$ cat src/rtl/tape_ram.sv
// -----------------------------------------------------------------------------
// tape_ram
//   Single-port word RAM fronted by a small command FSM. One request is
//   accepted at a time. READ and WRITE complete in one cycle. INC and DEC do a
//   read-modify-write and complete in two cycles. CLEAR walks every address,
//   writing one zero word per cycle. Illegal ops and out-of-range addresses
//   complete in one cycle with err set.
//
//   Optional feature macro: TAPE_RAM_RMW_EN
//     defined   -> INC (op 2) / DEC (op 3) are implemented, including the RMW
//                  state and its adder.
//     undefined -> op 2 / op 3 are illegal ops. There is no RMW state and no
//                  adder.
//
// Parameters
//   WIDTH : data word width in bits (1..32)
//   DEPTH : number of words (2..4096); AW = $clog2(DEPTH)
//
// Ports
//   clk   in   single clock, rising edge
//   rstb  in   synchronous active-low reset (memory contents are kept)
//   req   in   request valid; taken only while busy is low
//   op    in   0 READ, 1 WRITE, 2 INC, 3 DEC, 4 CLEAR, 5-7 illegal
//   addr  in   word address (ignored for CLEAR)
//   wdata in   write data for WRITE
//   rdata out  registered result word
//   ack   out  one-cycle completion pulse
//   busy  out  high from the cycle after acceptance through the ack cycle
//   err   out  one-cycle error pulse, coincident with ack
// -----------------------------------------------------------------------------
module tape_ram #(
  parameter int WIDTH = 8,
  parameter int DEPTH = 16,
  localparam int AW = $clog2(DEPTH)
) (
  input  logic             clk,
  input  logic             rstb,
  input  logic             req,
  input  logic [2:0]       op,
  input  logic [AW-1:0]    addr,
  input  logic [WIDTH-1:0] wdata,
  output logic [WIDTH-1:0] rdata,
  output logic             ack,
  output logic             busy,
  output logic             err
);

  localparam logic [2:0] OP_READ  = 3'd0;
  localparam logic [2:0] OP_WRITE = 3'd1;
`ifdef TAPE_RAM_RMW_EN
  localparam logic [2:0] OP_INC   = 3'd2;
  localparam logic [2:0] OP_DEC   = 3'd3;
`endif
  localparam logic [2:0] OP_CLEAR = 3'd4;

  localparam logic [AW-1:0] LAST_ADDR = AW'(DEPTH - 1);

  typedef enum logic [1:0] {
    IDLE = 2'd0,
`ifdef TAPE_RAM_RMW_EN
    RMW  = 2'd1,
`endif
    CLR  = 2'd2,
    DONE = 2'd3
  } state_t;

  // Storage. It starts at zero and is never touched by reset.
  logic [WIDTH-1:0] mem_q [DEPTH] = '{default: '0};

  state_t           state_q;
  logic [WIDTH-1:0] rdata_q;
  logic             ack_q;
  logic             busy_q;
  logic             err_q;
  logic [AW-1:0]    clr_cnt_q;

`ifdef TAPE_RAM_RMW_EN
  logic [WIDTH-1:0] rmw_val_q;   // word read at acceptance
  logic [AW-1:0]    rmw_addr_q;  // address to write back
  logic             rmw_dec_q;   // 1 = DEC, 0 = INC
  logic [WIDTH-1:0] rmw_d;       // modified word, wraps modulo 2^WIDTH

  assign rmw_d = rmw_dec_q ? (rmw_val_q - WIDTH'(1)) : (rmw_val_q + WIDTH'(1));
`endif

  // An address can only be out of range when DEPTH is not a power of two.
  logic addr_ok;
  generate
    if (DEPTH == (1 << AW)) begin : gen_addr_full
      assign addr_ok = 1'b1;
    end else begin : gen_addr_chk
      assign addr_ok = (addr < AW'(DEPTH));
    end
  endgenerate

  // ---------------------------------------------------------------------------
  // Memory write port. Every write is gated by rstb, so a reset edge that
  // lands mid-CLEAR or mid-RMW drops the write of that cycle.
  // ---------------------------------------------------------------------------
  logic             mem_we;
  logic [AW-1:0]    mem_waddr;
  logic [WIDTH-1:0] mem_wdata;

  always_comb begin
    mem_we    = 1'b0;
    mem_waddr = addr;
    mem_wdata = wdata;
    if (rstb) begin
      case (state_q)
        IDLE: begin
          if (req && (op == OP_WRITE) && addr_ok) begin
            mem_we = 1'b1;
          end
        end
`ifdef TAPE_RAM_RMW_EN
        RMW: begin
          mem_we    = 1'b1;
          mem_waddr = rmw_addr_q;
          mem_wdata = rmw_d;
        end
`endif
        CLR: begin
          mem_we    = 1'b1;
          mem_waddr = clr_cnt_q;
          mem_wdata = '0;
        end
        default: ;
      endcase
    end
  end

  always_ff @(posedge clk) begin
    if (mem_we) begin
      mem_q[mem_waddr] <= mem_wdata;
    end
  end

  // ---------------------------------------------------------------------------
  // Control FSM with registered outputs.
  // ---------------------------------------------------------------------------
  always_ff @(posedge clk) begin
    if (!rstb) begin
      state_q   <= IDLE;
      rdata_q   <= '0;
      ack_q     <= 1'b0;
      busy_q    <= 1'b0;
      err_q     <= 1'b0;
      clr_cnt_q <= '0;
    end else begin
      // ack and err are single-cycle pulses unless set again below.
      ack_q <= 1'b0;
      err_q <= 1'b0;
      case (state_q)
        IDLE: begin
          if (req) begin
            busy_q <= 1'b1;
            case (op)
              OP_READ: begin
                state_q <= DONE;
                ack_q   <= 1'b1;
                if (addr_ok) begin
                  rdata_q <= mem_q[addr];
                end else begin
                  err_q <= 1'b1;
                end
              end
              OP_WRITE: begin
                // The memory write itself happens in the write-port logic.
                state_q <= DONE;
                ack_q   <= 1'b1;
                err_q   <= !addr_ok;
              end
`ifdef TAPE_RAM_RMW_EN
              OP_INC, OP_DEC: begin
                if (addr_ok) begin
                  state_q    <= RMW;
                  rmw_val_q  <= mem_q[addr];
                  rmw_addr_q <= addr;
                  rmw_dec_q  <= op[0];
                end else begin
                  state_q <= DONE;
                  ack_q   <= 1'b1;
                  err_q   <= 1'b1;
                end
              end
`endif
              OP_CLEAR: begin
                state_q   <= CLR;
                clr_cnt_q <= '0;
              end
              default: begin
                // Illegal op: complete at once with an error, no memory access.
                state_q <= DONE;
                ack_q   <= 1'b1;
                err_q   <= 1'b1;
              end
            endcase
          end
        end
`ifdef TAPE_RAM_RMW_EN
        RMW: begin
          state_q <= DONE;
          ack_q   <= 1'b1;
          rdata_q <= rmw_d;
        end
`endif
        CLR: begin
          if (clr_cnt_q == LAST_ADDR) begin
            state_q <= DONE;
            ack_q   <= 1'b1;
            rdata_q <= '0;
          end else begin
            clr_cnt_q <= clr_cnt_q + AW'(1);
          end
        end
        DONE: begin
          // The ack cycle; requests are accepted again from the next cycle.
          state_q <= IDLE;
          busy_q  <= 1'b0;
        end
        default: begin
          state_q <= IDLE;
          busy_q  <= 1'b0;
        end
      endcase
    end
  end

  assign rdata = rdata_q;
  assign ack   = ack_q;
  assign busy  = busy_q;
  assign err   = err_q;

endmodule

$ cat config.mk
export PLATFORM = sky130hd
export DESIGN_NAME = tape_ram
export DESIGN_NICKNAME = d
export VERILOG_FILES = /design/src/rtl/tape_ram.sv
export SDC_FILE = /design/constraint.sdc
export NUM_CORES = 1
export LEC_CHECK = 0
export CORE_ASPECT_RATIO = 0.5
export CORE_MARGIN = 5
export CORE_UTILIZATION = 55
export DETAILED_ROUTE_END_ITERATION = 8
export HOLD_SLACK_MARGIN = 0.02
export PLACE_DENSITY = 0.77
export RECOVER_POWER = 50
export SLEW_MARGIN = 30
export SYNTH_ARGS = -nofsm -noshare
export SYNTH_HDL_FRONTEND = slang
export SYNTH_SLANG_ARGS = --single-unit
$ cat constraint.sdc
create_clock -name clk -period 2.9 [get_ports clk]
set_input_delay 0.29 -clock clk [delete_from_list [all_inputs] [get_ports clk]]
set_output_delay 0.29 -clock clk [all_outputs]
set_load 0.005 [all_outputs]
## Yosys cells after proc, flatten, opt, wreduce, memory -nomap -nowiden

Memories as Yosys holds them, arrays and structs flattened.
Cells that the tools add are included.

- Register bits after elaboration: 17
- Latch bits: 0
- Memory bits (writable): 128
- Memory bits (read-only): 0
- Input bits: 18
- Output and inout bits: 11
- Memories kept: 1

Memories:

| name | words | bits a word | read ports | clocked after memory_dff | wr ports | RTL line | RTL |
|---|---|---|---|---|---|---|---|
| mem_q | 16 | 8 | 1 | 0 | 1 | 68 | `logic [WIDTH-1:0] mem_q [DEPTH] = '{default: '0};` |

- Add/subtract/negate cells: 1
- Multiply operators: 0
- Divide/modulo/power cells: 0
- Order comparisons: 0
- Eq/ne operators: 9
- Shift-type cells: 0
- Multiplexer cells: 28
- Bitwise gates (word level): 1
- Reduce and logical (&&, ||, !) cells: 10

Operators by type and width:

| cell | count |
|---|---|
| $mux 8 | 5 |
| $mux 4 | 5 |
| $pmux 8 s2 | 1 |
| $mux 1 | 10 |
| $pmux 4 s2 | 1 |
| $reduce_and 4->1 | 2 |
| $ne 2x2->1 const B | 3 |
| $pmux 1 s2 | 3 |
| $add 4x1->4 const B | 1 |
| $eq 4x4->1 const B | 1 |
| $mux 2 | 2 |
| $ne 2x1->1 const B | 2 |
| $pmux 2 s2 | 1 |
| $reduce_and 2->1 | 2 |
| $eq 3x1->1 const B | 1 |
| $eq 3x3->1 const B | 1 |
| $logic_not 3->1 | 1 |
| $reduce_and 3->1 | 1 |
| $reduce_or 3->1 | 1 |
| $eq 2x2->1 const B | 1 |
| $logic_not 2->1 | 1 |
| $reduce_bool 2->1 | 1 |
| $logic_and 1x1->1 | 1 |
| $not 1->1 | 1 |

## Logic depth before layout (Yosys ltp)

Gate-level depths: netlist (run 1).

- Depth after elaboration: 7
- Depth in mapped cells: 6
- Gate-level depth less buffers: 5

## Worst setup path after synthesis (run 1)

No wires, ideal clock.

- Path type: register to register
- Start: register state_q[0]
- End: memory mem_q[2][0], enable pin
- Library setup time: 370 ps
- Arrival time: 1656 ps
- Data required time: 2530 ps
- Path slack: 874 ps
- Stages on the path, launching flop included: 7
- Buffers on the path: 3
- Period minus slack after synthesis: 2026 ps
- Path through: dfxtp_1 -> clkbuf_1 -> nand3b_1 -> buf_2 -> clkbuf_1 -> a31oi_1 -> nor2_1

- Word-level cells in the longest chain between the ends: 5

RTL lines:

| what | RTL line | RTL |
|---|---|---|
| from (decl) | 70 | `state_t state_q;` |
| from (signal assigned) | 143 | `state_q <= IDLE;` |
| from (signal assigned) | 159 | `state_q <= DONE;` |
| from (signal assigned) | 169 | `state_q <= DONE;` |
| $eq 2x2->1 or $logic_not 2->1 (tied branches) | 109 | `case (state_q)` |
| $pmux 1 s2 | 109 |  |
| $mux 1 | 108 | `if (rstb) begin` |
| $mux 1 | 133 | `if (mem_we) begin` |
| $mux 1 (not written as such) | 134 | `mem_q[mem_waddr] <= mem_wdata;` |
| to (decl) | 68 |  |

Parallel ways exist; a longest one is shown, timed or not.

## Final worst setup path (run 1)

- Start: register state_q[0]
- End: memory mem_q[5][6] (data pin)

- Word-level cells in the longest chain between the ends: 3

RTL lines:

| what | RTL line | RTL |
|---|---|---|
| $eq 2x2->1 | 109 |  |
| $mux 8 | 109 |  |
| $mux 8 | 108 |  |
| net mem_wdata[6] | 102 | `logic [WIDTH-1:0] mem_wdata;` |

The timed path passes the listed nets, and every way through them passes these cells.

==> flow_summary.rst, run 1 <==
.. list-table::
   :header-rows: 1

   * - Metric
     - Value
   * - Effective utilization at floorplan
     - 56.6%
   * - Fillcell total
     - 635
   * - Adder and majority cell fraction of the synthesized area
     - 0.217%
   * - Placeable core region
     - 0.0102 mm²
   * - Switching power
     - 1070 µW
   * - Register area
     - 0.00418 mm²
   * - Number of hold-repair buffers added at the cts stage
     - 0
   * - Most area-hungry cell type in the Yosys netlist
     - edfxtp_1
   * - Post-synthesis register bit count
     - 145
   * - Synth Area in XOR/XNOR
     - 0%
   * - Count of buffers from port buffering
     - 28
   * - Net switching fraction of the power
     - 22.9%
   * - Leak
     - 0.00234 µW
   * - Clock latency reported for the late side of the worst-skew pair
     - 0.42 ns
   * - Clock tree skew after final layout
     - 0.0106 ns
   * - Endpoint of the most critical register-to-register path
     - mem_q[5][6]
   * - Count of pins on the block boundary
     - 29
   * - Ratio of cells with drive above 1 in the final layout
     - 23.2%
   * - Max rail drop VDD
     - 0.355 mV
   * - Synth-to-layout area growth
     - 19.0%
   * - Reg power frac
     - 49.4%
   * - Cell area after synthesis
     - 0.00578 mm²
   * - Via density
     - 6.18
   * - Number of DRC violations after detailed-routing iteration 0
     - 261
   * - Total of warnings raised by yosys
     - 0
   * - Final setup viols
     - 0
   * - Total non-filler cell area in the finished layout
     - 0.00687 mm²
   * - Met1 layer wirelength in the final routing
     - 5.32 mm
   * - Post-synthesis async set-or-reset flop share
     - 0%
   * - Clock root buffer
     - clkbuf_16
   * - Hold violation count in the final report
     - 0
   * - Normalized max-slew margin
     - 32.6%
   * - Number of library cell types mapped by synthesis
     - 34
   * - Clock-pin transition on the worst setup and hold timing paths
     - 0.06 ns
   * - Top metal layer carrying routed signals
     - met4
   * - Via count of the first global-routing pass
     - 3374
   * - Detail Route Antenna Nets
     - 0
   * - Endpoint, Worst Hold
     - rdata[7]
   * - Maximum number of pins on one net before global-route repair
     - 36
   * - Share of cell area taken by muxes after synthesis
     - 14.8%
   * - Clk network pwr share
     - 44.9%
   * - Cell count after synthesis
     - 326
   * - Total inserted antenna cells
     - 0
   * - GR Util All Layers
     - 22.3%
   * - Synthesized netlist net count
     - 345
   * - Worst r2r path cells
     - 3
   * - Slack of the worst reg-to-reg path
     - 0.41 ns
   * - Number of enable flip-flop cells after synthesis
     - 128
   * - Proportion of synthesized chip area in sequential cells
     - 72.4%
   * - Max FO, Critical Path
     - 16
   * - Synth Area in Simple Gates
     - 6.97%
   * - Commonest non-fill, non-tap cell in the layout
     - edfxtp_1
   * - Power per unit of standard cell area
     - 682 mW/mm²
   * - Layout Nets
     - 398
   * - Total number of H-tree levels
     - 4
   * - Max capacitance violation total
     - 0
   * - Placed instance area
     - 0.00631 mm²
   * - Start point of the worst min-delay path
     - rdata[7]
   * - Final global-route overflow total
     - 0
   * - Number of buffers between clock root and the deepest sink
     - 2
   * - CP required
     - 2.97 ns
   * - Mapped Avg Cell Area
     - 17.7 µm²
   * - Via count
     - 3288
   * - Number of gates resized after cts
     - 0
   * - Remaining design rule violation count
     - 0
   * - Met2 wire len
     - 6.29 mm
   * - Launching point of the worst reg2reg path
     - state_q[0]
   * - Final worst-path cycle share
     - 85.7%
   * - Combinational cell fraction of total power
     - 5.7%
   * - Run status
     - finished clean
   * - Post-synthesis compound-gate area fraction
     - 3.70%
   * - Main combinational cell family by area after synthesis
     - multiplexers
   * - Area contributors post-synth
     - edfxtp_1 (67%), mux4_2 (12%), dfxtp_1 (5.9%), nor2_1 (2.1%), nand2_1 (1.7%)
   * - Int Power
     - 3610 µW
   * - Routed WL
     - 13.2 mm
   * - Final Power
     - 4690 µW
   * - Number of cells on the worst hold path
     - 1
   * - Area occupied by multi-input gates
     - 0.00149 mm²
   * - Tightest Pin Transition
     - 1.01 ns
   * - Detailed-route wire length per cell
     - 24.8 µm
   * - Arrival time of the worst setup path
     - 2.56 ns
   * - Upper clock frequency limit
     - 402 MHz
   * - Area of the die
     - 0.0128 mm²
   * - Y dimension of the die
     - 82.5 µm
   * - Post-CTS Setup Inserts
     - 0
   * - Kind of end point of the critical path
     - flop
   * - Global-route wire length before repair
     - 20.1 mm
   * - Fraction of synthesized cell area taken by the top area cell type
     - 66.5%
   * - Kind of start point of the critical path
     - flop
   * - Met3 layer wire length in the routed design
     - 1.34 mm
   * - Clock Sinks
     - 145
   * - Die Width
     - 155 µm
   * - Post-synth top flop
     - edfxtp_1
   * - Min-Delay Path Class
     - reg2reg
   * - Leading cell types in the layout, fill and taps excluded
     - edfxtp_1 (128), nor2_1 (32), mux4_2 (32)
   * - Setup TNS after final layout
     - 0 ns
   * - Crit Path Category
     - reg2reg
   * - # rows
     - 26
   * - Total half-perimeter wirelength after legalization and detailed placement
     - 8.48 mm
   * - Final count of pins violating max slew
     - 0
   * - Clock period minus final worst setup slack
     - 2.49 ns
   * - Unrepaired setup endpoints after global routing
     - false
   * - TritonRoute pass-1 iters
     - 5
   * - Placer's final routability congestion estimate
     - 0.873
   * - CTS tree
     - yes
   * - Number of antenna violations at the first check in global routing
     - 0
   * - WHS
     - 0.490 ns
   * - Number of buffers added by the clock tree synthesis step
     - 17
==> flip-flops by register name, summed over array words and instances, names as in the netlist <==
signal     cells
ack            1
busy           1
clr_cnt_q      4
err            1
mem_q        128
rdata          8
state_q        2
==> power groups by stage <==
stage | clock (µW) | sequential, µW | combinational (µW)
4_1_cts | 2140 | 2320 | 268
2_1_floorplan | 0 | 2350 | 167
3_5_place_dp | 0 | 2360 | 267
5_1_grt | 2240 | 2320 | 284
3_3_place_gp | 0 | 2360 | 256
6_report | 2100 | 2320 | 266
==> cell type report <==
cell class	count	area share (%)
timing repair buffer	50	6.48
clock inverter	15	2.13
clock buffer	17	6.19
tap	140	2.55
inverter	3	0.164
multi-input combinational	162	21.6
sequential	145	60.9
==> through the flow <==
step	utilization, %	setup WS (ns)	cells
2_1_floorplan	-	0.874	326
3_3_place_gp	61.8	0.406	500
5_1_grt	67.3	0.272	532
6_report	67.3	0.414	532
4_1_cts	67.4	0.711	532
3_5_place_dp	61.8	0.283	500
==> cells in the mapped netlist, types with 2 or more instances <==
cell	number
mux4_2	32
nand2b_1	2
buf_2	5
nand3_1	7
clkbuf_1	6
mux2i_1	9
edfxtp_1	128
dfxtp_1	17
and2_1	8
mux2_2	4
inv_1	2
a221o_1	8
a21oi_1	5
nand2_1	26
buf_6	4
o21ai_0	4
a21boi_1	3
nand3b_1	2
a31oi_1	5
nor2b_1	2
nor3b_1	3
nor2_1	32
==> critical path, cell delays in order (launching register included) <==
cell	delay, ns
dfxtp_1	0.50
nand3b_1	0.47
clkbuf_1	0.31
and2_0	0.84
==> how the worst max path moves through the flow <==
| stage | startpoint | end | slack [ns] | cells past startpoint |
|---|---|---|---|---|
| after global placement | op[0] | mem_q[14][7] | 0.41 | 6 |
| after detailed placement | rstb | mem_q[10][4] | 0.28 | 6 |
| after floorplan | state_q[0] | mem_q[2][0] | 0.87 | 6 |
| after CTS | state_q[1] | mem_q[12][3] | 0.71 | 5 |
| after global routing | state_q[0] | mem_q[5][6] | 0.27 | 3 |
| final | state_q[0] | mem_q[5][6] | 0.41 | 3 |
==> layer usage <==
layer	up-vias	GRT usage [%]
met1	1667	29.6
li1	1405	-
met5	-	0
met3	24	6.72
met4	0	7.58
met2	192	36.1
==> kinds of logic (layout without fill, tap and decap cells) <==
family / Yosys count / count (layout)
compound gates: 29 / 29
flops: 145 / 145
buf+inv: 19 / 85
fa+ha+maj: 1 / 1
simple gates: 87 / 87
mux: 45 / 45
No activity file was read; power rests on OpenSTA's default activity.
==> inputs of run 2 (changes only) <==
--- a/config.mk
+++ b/config.mk
@@ -9,8 +9,9 @@
 export CORE_MARGIN = 5
 export CORE_UTILIZATION = 55
 export DETAILED_ROUTE_END_ITERATION = 8
+export DONT_BUFFER_PORTS = 1
 export HOLD_SLACK_MARGIN = 0.02
-export PLACE_DENSITY = 0.77
+export PLACE_DENSITY = 0.73
 export RECOVER_POWER = 50
 export SLEW_MARGIN = 30
 export SYNTH_ARGS = -nofsm -noshare
==> run 2 against run 1 <==
  * Sequential cell count unchanged
  * Sequential share of layout area rose by 3.6 points
  * Register-to-register slack worse by 0.11 ns
  * Final cell count shrank 6.6%
  * Combinational power fell by 31%
  * Power down 5.7%
  * Clock power fell by 9%
  * Critical path type unchanged
  * Fmax shrank 4.2%
  * Highest routed layer unchanged
  * Design area shrank 5.6%
  * Hold slack got worse by 0.46 ns
  * Critical path depth up 3
  * Global-route usage fell by 1.9 points
==> flow_summary.rst, run 2 (synthesis gave the netlist of run 1 again) <==
.. list-table::
   :header-rows: 1

   * - Metric
     - Value
   * - Run status
     - finished clean
   * - Flip-flop count of the largest register, all copies and words added
     - 128 (unchanged)
   * - CTS tree
     - yes
   * - Total number of H-tree levels
     - 4 (unchanged)
   * - Tightest Pin Transition
     - 0.962 ns (-0.0489 ns)
   * - Effective utilization at floorplan
     - 56.6% (unchanged)
   * - Total half-perimeter wirelength after legalization and detailed placement
     - 7.74 mm (-8.8%)
   * - Via density
     - 6.19 (+0.14%)
   * - Via count
     - 3076 (-6.4%)
   * - # rows
     - 26 (unchanged)
   * - Layout Nets
     - 363 (-8.8%)
   * - Clock latency reported for the late side of the worst-skew pair
     - 0.42 ns (about the same)
   * - Total inserted antenna cells
     - 0 (unchanged)
   * - Number of antenna violations at the first check in global routing
     - 0 (unchanged)
   * - Final worst-path cycle share
     - 89.5% (+3.8 points)
   * - Post-CTS Setup Inserts
     - 0 (unchanged)
   * - Placeable core region
     - 0.0102 mm² (unchanged)
   * - Final setup viols
     - 0 (unchanged)
   * - Placer's final routability congestion estimate
     - 0.854 (-2.1%)
   * - Final global-route overflow total
     - 0 (unchanged)
   * - Clock-pin transition on the worst setup and hold timing paths
     - 0.06 ns (about the same)
   * - Kind of start point of the critical path
     - flop
   * - Setup TNS after final layout
     - 0 ns (unchanged)
   * - Number of hold-repair buffers added at the cts stage
     - 0 (unchanged)
   * - Hold violation count in the final report
     - 0 (unchanged)
   * - Number of cells in the design after placement
     - 465 (-7.0%)
   * - Clock period minus final worst setup slack
     - 2.59 ns (+0.109 ns)
   * - Count of placed standard cells in the final layout, fillers left out
     - 497 (-6.6%)
   * - Via count of the first global-routing pass
     - 3105 (-8.0%)
   * - Leading cell types in the layout, fill and taps excluded
     - edfxtp_1 (128), nor2_1 (32), mux4_2 (32)
   * - Total non-filler cell area in the finished layout
     - 0.00648 mm² (-5.6%)
   * - Count of buffers from port buffering
     - 0 (-100%)
   * - Number of DRC violations after detailed-routing iteration 0
     - 319 (+22%)
   * - Clock Sinks
     - 145 (unchanged)
   * - Met1 layer wirelength in the final routing
     - 4.85 mm (-8.9%)
   * - Number of buffers added by the clock tree synthesis step
     - 17 (unchanged)
   * - Count of pins on the block boundary
     - 29 (unchanged)
   * - Max FO, Critical Path
     - 11 (-5)
   * - Clock root buffer
     - clkbuf_16
   * - Maximum number of pins on one net before global-route repair
     - 36 (unchanged)
   * - Remaining design rule violation count
     - 0 (unchanged)
   * - Max capacitance violation total
     - 0 (unchanged)
   * - Kind of end point of the critical path
     - flop
   * - Final count of pins violating max slew
     - 0 (unchanged)
   * - Max rail drop VDD
     - 0.386 mV (+8.5%)
   * - Min-Delay Path Class
     - in2reg
   * - Commonest non-fill, non-tap cell in the layout
     - edfxtp_1
   * - Clock tree skew after final layout
     - 0.00856 ns (-0.00204 ns)
   * - Normalized max-slew margin
     - 35.8% (+3.3 points)
   * - Number of buffers between clock root and the deepest sink
     - 2 (unchanged)
   * - Post-layout utilization of the core
     - 63.5% (-3.8 points)
   * - CP required
     - 3.01 ns (+0.04 ns)
   * - Top metal layer carrying routed signals
     - met4
   * - Reg with most FFs
     - mem_q
   * - Placed instance area
     - 0.00597 mm² (-5.4%)
   * - Y dimension of the die
     - 82.5 µm (unchanged)
   * - Met2 wire len
     - 5.55 mm (-12%)
   * - Detail Route Antenna Nets
     - 0 (unchanged)
   * - Upper clock frequency limit
     - 385 MHz (-4.2%)
   * - Fillcell total
     - 699 (+10%)
   * - Number of gates resized after cts
     - 0 (unchanged)
   * - Ratio of cells with drive above 1 in the final layout
     - 22.1% (-1.1 points)
   * - Met3 layer wire length in the routed design
     - 1.43 mm (+6.6%)
   * - Leak
     - 0.00213 µW (-8.7%)
   * - Area of the die
     - 0.0128 mm² (unchanged)
   * - Synth-to-layout area growth
     - 12.3%
   * - Die Width
     - 155 µm (unchanged)
   * - Crit Path Category
     - reg2reg
   * - Global-route wire length before repair
     - 18.3 mm (-8.7%)
   * - GR Util All Layers
     - 20.5% (-1.9 points)
   * - WHS
     - 0.0327 ns (-0.458 ns)
   * - Power per unit of standard cell area
     - 682 mW/mm² (about the same)
   * - TritonRoute pass-1 iters
     - 5 (unchanged)
   * - Routed WL
     - 12.0 mm (-9.2%)
   * - Unrepaired setup endpoints after global routing
     - false
   * - Detailed-route wire length per cell
     - 24.1 µm (-2.8%)
   * - Arrival time of the worst setup path
     - 2.71 ns (+0.15 ns)
run 2: cell type report:
cell class / count / area, µm² / share of cell area [%]
Inverter: 3 / 11.3 / 0.174
Sequential cell: 145 / 4180 / 64.5
Clock buffer: 19 / 433 / 6.68
Timing Repair Buffer: 15 / 105 / 1.62
Multi-Input combinational cell: 162 / 1490 / 22.9
Tap cell: 140 / 175 / 2.70
Clock inverter: 13 / 91.3 / 1.41
run 2: critical path: stages, from the launching register on:
cell      delay, ns
dfxtp_1        0.47
nand3b_1       0.39
clkbuf_1       0.43
mux2i_1        0.30
nand3_1        0.20
nor2_1         0.26
buf_4          0.24
run 2: power breakdown:
| group | total, µW | leakage (µW) | internal, µW | switching (µW) |
|---|---|---|---|---|
| clock network | 1920 | 0.000248 | 1090 | 830 |
| registers | 2320 | 0.00129 | 2300 | 15.2 |
| logic | 184 | 0.000593 | 76.1 | 108 |
run 2: metal layers:
layer / track usage, % / vias up
met5: 0 / -
met4: 5.55 / 0
met3: 9.06 / 10
met2: 32.4 / 156
met1: 26.3 / 1578
li1: - / 1332
run 2: through the flow:
step	total power (µW)	worst slack, ns
after global routing	4560	0.230
after detailed placement	2550	0.612
after global placement	2540	0.739
after CTS	4440	0.585
after floorplan	2520	0.874
final	4420	0.305
run 2: final timing paths:
path | from | end | slack [ns] | cells after the start
worst min-delay path | rstb | clr_cnt_q[0] | 0.03 | 1
worst max register to register | state_q[0] | mem_q[3][5] | 0.31 | 6
worst min register to register | rdata[5] | rdata[5] | 0.53 | 1
worst max-delay path | state_q[0] | mem_q[3][5] | 0.31 | 6
==> patch 1 (config.mk and constraints of run 2) <==
`DEPTH`: 16 -> 64.
--- a/src/rtl/tape_ram.sv
+++ b/src/rtl/tape_ram.sv
@@ -31,5 +31,5 @@
 module tape_ram #(
   parameter int WIDTH = 8,
-  parameter int DEPTH = 16,
+  parameter int DEPTH = 64,
   localparam int AW = $clog2(DEPTH)
 ) (
Interface: changed (resized addr); port bits go from 29 to 31. The function was not compared with the original's and may differ.
==> patch 1 against run 2 <==
Critical path type unchanged; power rose to 3.4 times the old value; synthesized area rose to 3.7 times the old value; largest power group unchanged; worst setup slack got worse by 0.050 ns; wire length rose to 3.9 times the old value; count of clock-buffer cells in the layout up 33; highest routed layer unchanged; design area rose to 3.7 times the old value; largest cell class unchanged; via count rose to 3.5 times the old value; sequential cell count up 386.
==> patch 1: results (changes against run 2) <==
Final Skew 0.0162 ns (+0.00762 ns); Post-synth EDFFs 512 (+300%); Largest register FFs 512 (+300%); largest net degree at the start of global routing 179 (+400%); Critical Path End mem_q[33][2]$_DFFE_PP_; Mapped Nets 1109 (+220%); Leak Pwr 7.92 nW (+270%); Peak VDD IR 0.382 mV (-0.86%); clock buffer depth 3 (+1); Critical-path top delay cell mux2i_1; Yosys cell types 49 (+44%); HPWL Detailed 27.8 mm (+260%); crit path max fanout 8 (-3); Routed WL 46.8 mm (+290%); overall power 15.0 mW (+240%); Initial Util 56.2% (-0.39 points); routability cong. 0.905 (+6.0%); H-tree Lvls 2 (-2); nets 1215 (+230%); flop2flop setup slack 0.26 ns (-0.05 ns); hold_buf cts 5 (+5); Cells after DPL 1661 (+260%); highest clock rate 378 MHz (-1.9%); Num CTS Buffers 46 (+29); via/cell ratio 6.23 (+0.72%); dpl ws 0.323 ns (-0.289 ns); layout cells sized above 1 20.8% (-1.3 points); Total GRT Usage 22.0% (+1.5 points); Mapped Avg Cell Area 19.5 um2 (+9.9%); DR WL/cell 26.8 um (+11%); Worst Reg-to-Reg Cells 7 (+1); vias in the first global route 10858 (+250%); status complete, no violations; Hold Path Cell Cnt 2 (+1); first-pass GRT wire length 69.7 mm (+280%); M1 WL 18.7 mm (+290%); worst endpoint data arrival time 2.92 ns (+0.21 ns); Post-DP Area 0.0223 mm2 (+270%); headroom to the max-slew limit 30.0% (-5.9 points)
## patch 1: cell count changes after synthesis, moves of 12 or more
| cell | run 2 | this run |
|---|---|---|
| a211oi_1 | 0 | 14 |
| nor2b_1 | 2 | 18 |
| mux2i_1 | 9 | 114 |
| a21oi_1 | 5 | 17 |
| edfxtp_1 | 128 | 512 |
| nor2_1 | 32 | 74 |
| mux4_2 | 32 | 52 |
| a221oi_1 | 0 | 12 |
| a22oi_1 | 0 | 16 |
| a22o_1 | 0 | 16 |
| mux2_2 | 4 | 16 |
| mux4_1 | 0 | 28 |
| o22ai_1 | 0 | 16 |
## patch 1: worst min path at each step
stage          start                   endpoint  slack [ns]
2_1_floorplan    req    state_q[1]$_SDFFE_PN0P_        0.41
3_3_place_gp    rstb  clr_cnt_q[0]$_SDFFE_PN0P_        0.41
3_5_place_dp    rstb  clr_cnt_q[0]$_SDFFE_PN0P_        0.44
4_1_cts         rstb    state_q[0]$_SDFFE_PN0P_        0.02
5_1_grt         rstb          busy$_SDFFE_PN0P_        0.08
6_report        rstb    state_q[0]$_SDFFE_PN0P_        0.04
## patch 1: cells by family after synthesis
| kind of cell | synth area share [%] |
|---|---|
| multiplexers | 15.2 |
| adder cells (fa/ha/maj) | 0.0591 |
| AND/OR/NAND/NOR | 3.48 |
| AO/OA/AOI/OAI | 4.64 |
| buffers and inverters | 2.21 |
| flip-flops | 74.4 |
## patch 1: final cells by class
cell class | instances | area (um2)
tap | 520 | 651
clock buffer | 52 | 1190
clock inverter | 32 | 195
timing repair buffer | 113 | 895
fill | 2497 | 14000
inverter | 2 | 7.51
multi-input combinational | 500 | 4980
sequential | 531 | 15800
## patch 1: routing by layer
layer / vias up / global-route usage [%]
met4: 0 / 5.66
met2: 612 / 34.0
met3: 76 / 5.98
met1: 5525 / 31.7
met5: - / 0
li1: 4696 / -
## patch 1: power by group
| group | switching [mW] | internal (mW) | leakage [nW] | total (mW) |
|---|---|---|---|---|
| registers | 0.0177 | 8.48 | 4.77 | 8.50 |
| logic | 0.447 | 0.279 | 2.48 | 0.725 |
| clock network | 2.68 | 3.06 | 0.669 | 5.75 |
| total | 3.15 | 11.8 | 7.92 | 15.0 |
==> patch 2 (settings of run 2) <==
Made on the original files. The 3 states of `state_t` get a one-hot encoding in 3 bits.
--- a/src/rtl/tape_ram.sv
+++ b/src/rtl/tape_ram.sv
@@ -56,11 +56,11 @@
   localparam logic [AW-1:0] LAST_ADDR = AW'(DEPTH - 1);
 
-  typedef enum logic [1:0] {
-    IDLE = 2'd0,
+  typedef enum logic [2:0] {
+    IDLE = 3'b001,
 `ifdef TAPE_RAM_RMW_EN
     RMW  = 2'd1,
 `endif
-    CLR  = 2'd2,
-    DONE = 2'd3
+    CLR  = 3'b010,
+    DONE = 3'b100
   } state_t;
 
Formal check against the unedited RTL: no difference found for any inputs over 4 cycles, from zero or initial values and one cycle with rstb low; so few cycles prove little.
==> patch 2 against run 2 <==
Power up 4.3%; largest cell class unchanged; largest power group unchanged; maximum frequency is 2.2% higher; synthesized area rose by 0.91%; sequential power is essentially flat; design area rose by 2.5%; wire length is 1.0% lower; critical path depth is 2 lower; sequential cell count rose by 1; worst setup slack gained 0.056 ns; highest routed layer unchanged.
==> patch 2: results (changes against run 2) <==
routing usage on met3 5.08% (-4.0 points); Post-DP Area 0.00610 mm2 (+2.2%); Leak Pwr 2.13 nW (-0.11%); top post-synthesis cells by area edfxtp_1 (66%), mux4_2 (12%), dfxtp_1 (6.2%), mux2_2 (1.9%), mux2i_1 (1.7%); RR Endpoint mem_q[14][6]$_DFFE_PP_; largest net degree at the start of global routing 35 (-2.8%); Final min period 2.54 ns (-0.0561 ns); Final Skew 0.00816 ns (-0.000403 ns); Top reg by flops mem_q; nets 361 (-0.55%); Post-Synth Adder-Cell Area 0.215% (-0.0020 points); vias in the first global route 3153 (+1.5%); Worst Hold Launch op[1]; Seq/Total Area, Yosys 72.1% (-0.31 points); r2r startpoint state_q[1]$_SDFFE_PN0P_; number of diodes 0 (unchanged); xor-xnor portion of the synthesized cell area 0.150% (+0.15 points); post-CTS setup buffer count 0 (unchanged); crit path max fanout 8 (-3); Mapped Nets 333 (-3.5%); drt first-iter violations 292 (-8.5%); status complete, no violations; routability cong. 0.924 (+8.2%); first-pass GRT wire length 18.5 mm (+1.1%); Yosys cell types 37 (+8.8%); Fillers 713 (+2.0%); clock buffer depth 2 (unchanged); via/cell ratio 6.26 (+1.1%); layout cells sized above 1 24.5% (+2.4 points); Peak VDD IR 0.470 mV (+22%); mux cell area share after synthesis 16.0% (+1.2 points); hold endpoint err$_SDFF_PN0_; Compound-Gate Fraction of Synth Area 3.95% (+0.25 points); Post-synth EDFFs 128 (unchanged); flop2flop setup slack 0.36 ns (+0.06 ns); switching share of power 19.2% (-2.4 points); register area 0.00420 mm2 (+0.48%); met2 global-route usage 32.0% (-0.36 points); worst skew pair latency 0.40 ns (-0.02 ns); Largest register FFs 128 (unchanged); Num CTS Buffers 17 (unchanged); Total GRT Usage 20.1% (-0.40 points); dpl ws 0.415 ns (-0.197 ns); met1 GRT Util 28.1% (+1.8 points); Routed WL 11.8 mm (-1.0%); WHS 0.0933 ns (+0.0606 ns); Slew @ Worst Pin 0.719 ns (-0.243 ns); HPWL Detailed 7.49 mm (-3.2%); Commonest cells post-synth edfxtp_1 (128), mux4_2 (32), dfxtp_1 (18), nor2_1 (18); Hold Path Cell Cnt 2 (+1); Worst Reg-to-Reg Cells 4 (-2)
patch 2: final cells by class:
cell class,instances,share of cell area (%)
clock buffers,19,6.51
clock inverters,13,2.15
inverters,5,0.282
multi-input cells,150,23.1
flip-flops and latches,146,63.3
well taps,140,2.64
repair buffers,22,2.03
patch 2: metal layers:
| metal | up-vias | share of wire [%] | wire (um) |
|---|---|---|---|
| li1 | 1344 | - | - |
| met2 | 154 | 48 | 5700 |
| met5 | - | 0 | 0 |
| met3 | 11 | 8.4 | 995 |
| met4 | 0 | 0.86 | 102 |
| met1 | 1589 | 43 | 5040 |
patch 2: power groups by stage:
stage                     combinational [mW]  sequential, mW  clock (mW)
final                                  0.184            2.32        2.11
after global routing                   0.201            2.32        2.23
after CTS                              0.190            2.32        2.13
after detailed placement               0.187            2.36           0
after global placement                 0.180            2.36           0
after floorplan                        0.162            2.36           0
patch 2: how the worst max path moves through the flow:
stage,from,cells past startpoint,endpoint
3_3_place_gp,state_q[1]$_SDFFE_PN0P_,4,mem_q[14][6]$_DFFE_PP_
3_5_place_dp,state_q[1]$_SDFFE_PN0P_,4,mem_q[14][1]$_DFFE_PP_
6_report,state_q[1]$_SDFFE_PN0P_,4,mem_q[14][6]$_DFFE_PP_
2_1_floorplan,state_q[1]$_SDFFE_PN0P_,4,mem_q[10][0]$_DFFE_PP_
5_1_grt,state_q[1]$_SDFFE_PN0P_,4,mem_q[14][5]$_DFFE_PP_
4_1_cts,state_q[1]$_SDFFE_PN0P_,4,mem_q[14][2]$_DFFE_PP_
patch 2: critical path, cell delays in order, from the launching register on:
cell	delay, ns
dfxtp_1	0.42
or3b_1	0.45
a211oi_1	0.46
nand3_1	0.23
nor2_1	0.61
patch 2: cell families (layout without fill, tap and decap cells):
family	Yosys count	in the layout
compound gates	36	36
xor+xnor	1	1
fa+ha+maj	1	1
buf+inv	18	59
flops	146	146
mux	52	52
simple gates	60	60
patch 2: through the flow:
step | utilization (%) | std cells
6_report | 64.6 | 495
5_1_grt | 64.6 | 495
4_1_cts | 65.0 | 495
3_5_place_dp | 59.4 | 463
3_3_place_gp | 59.4 | 463
2_1_floorplan | - | 314
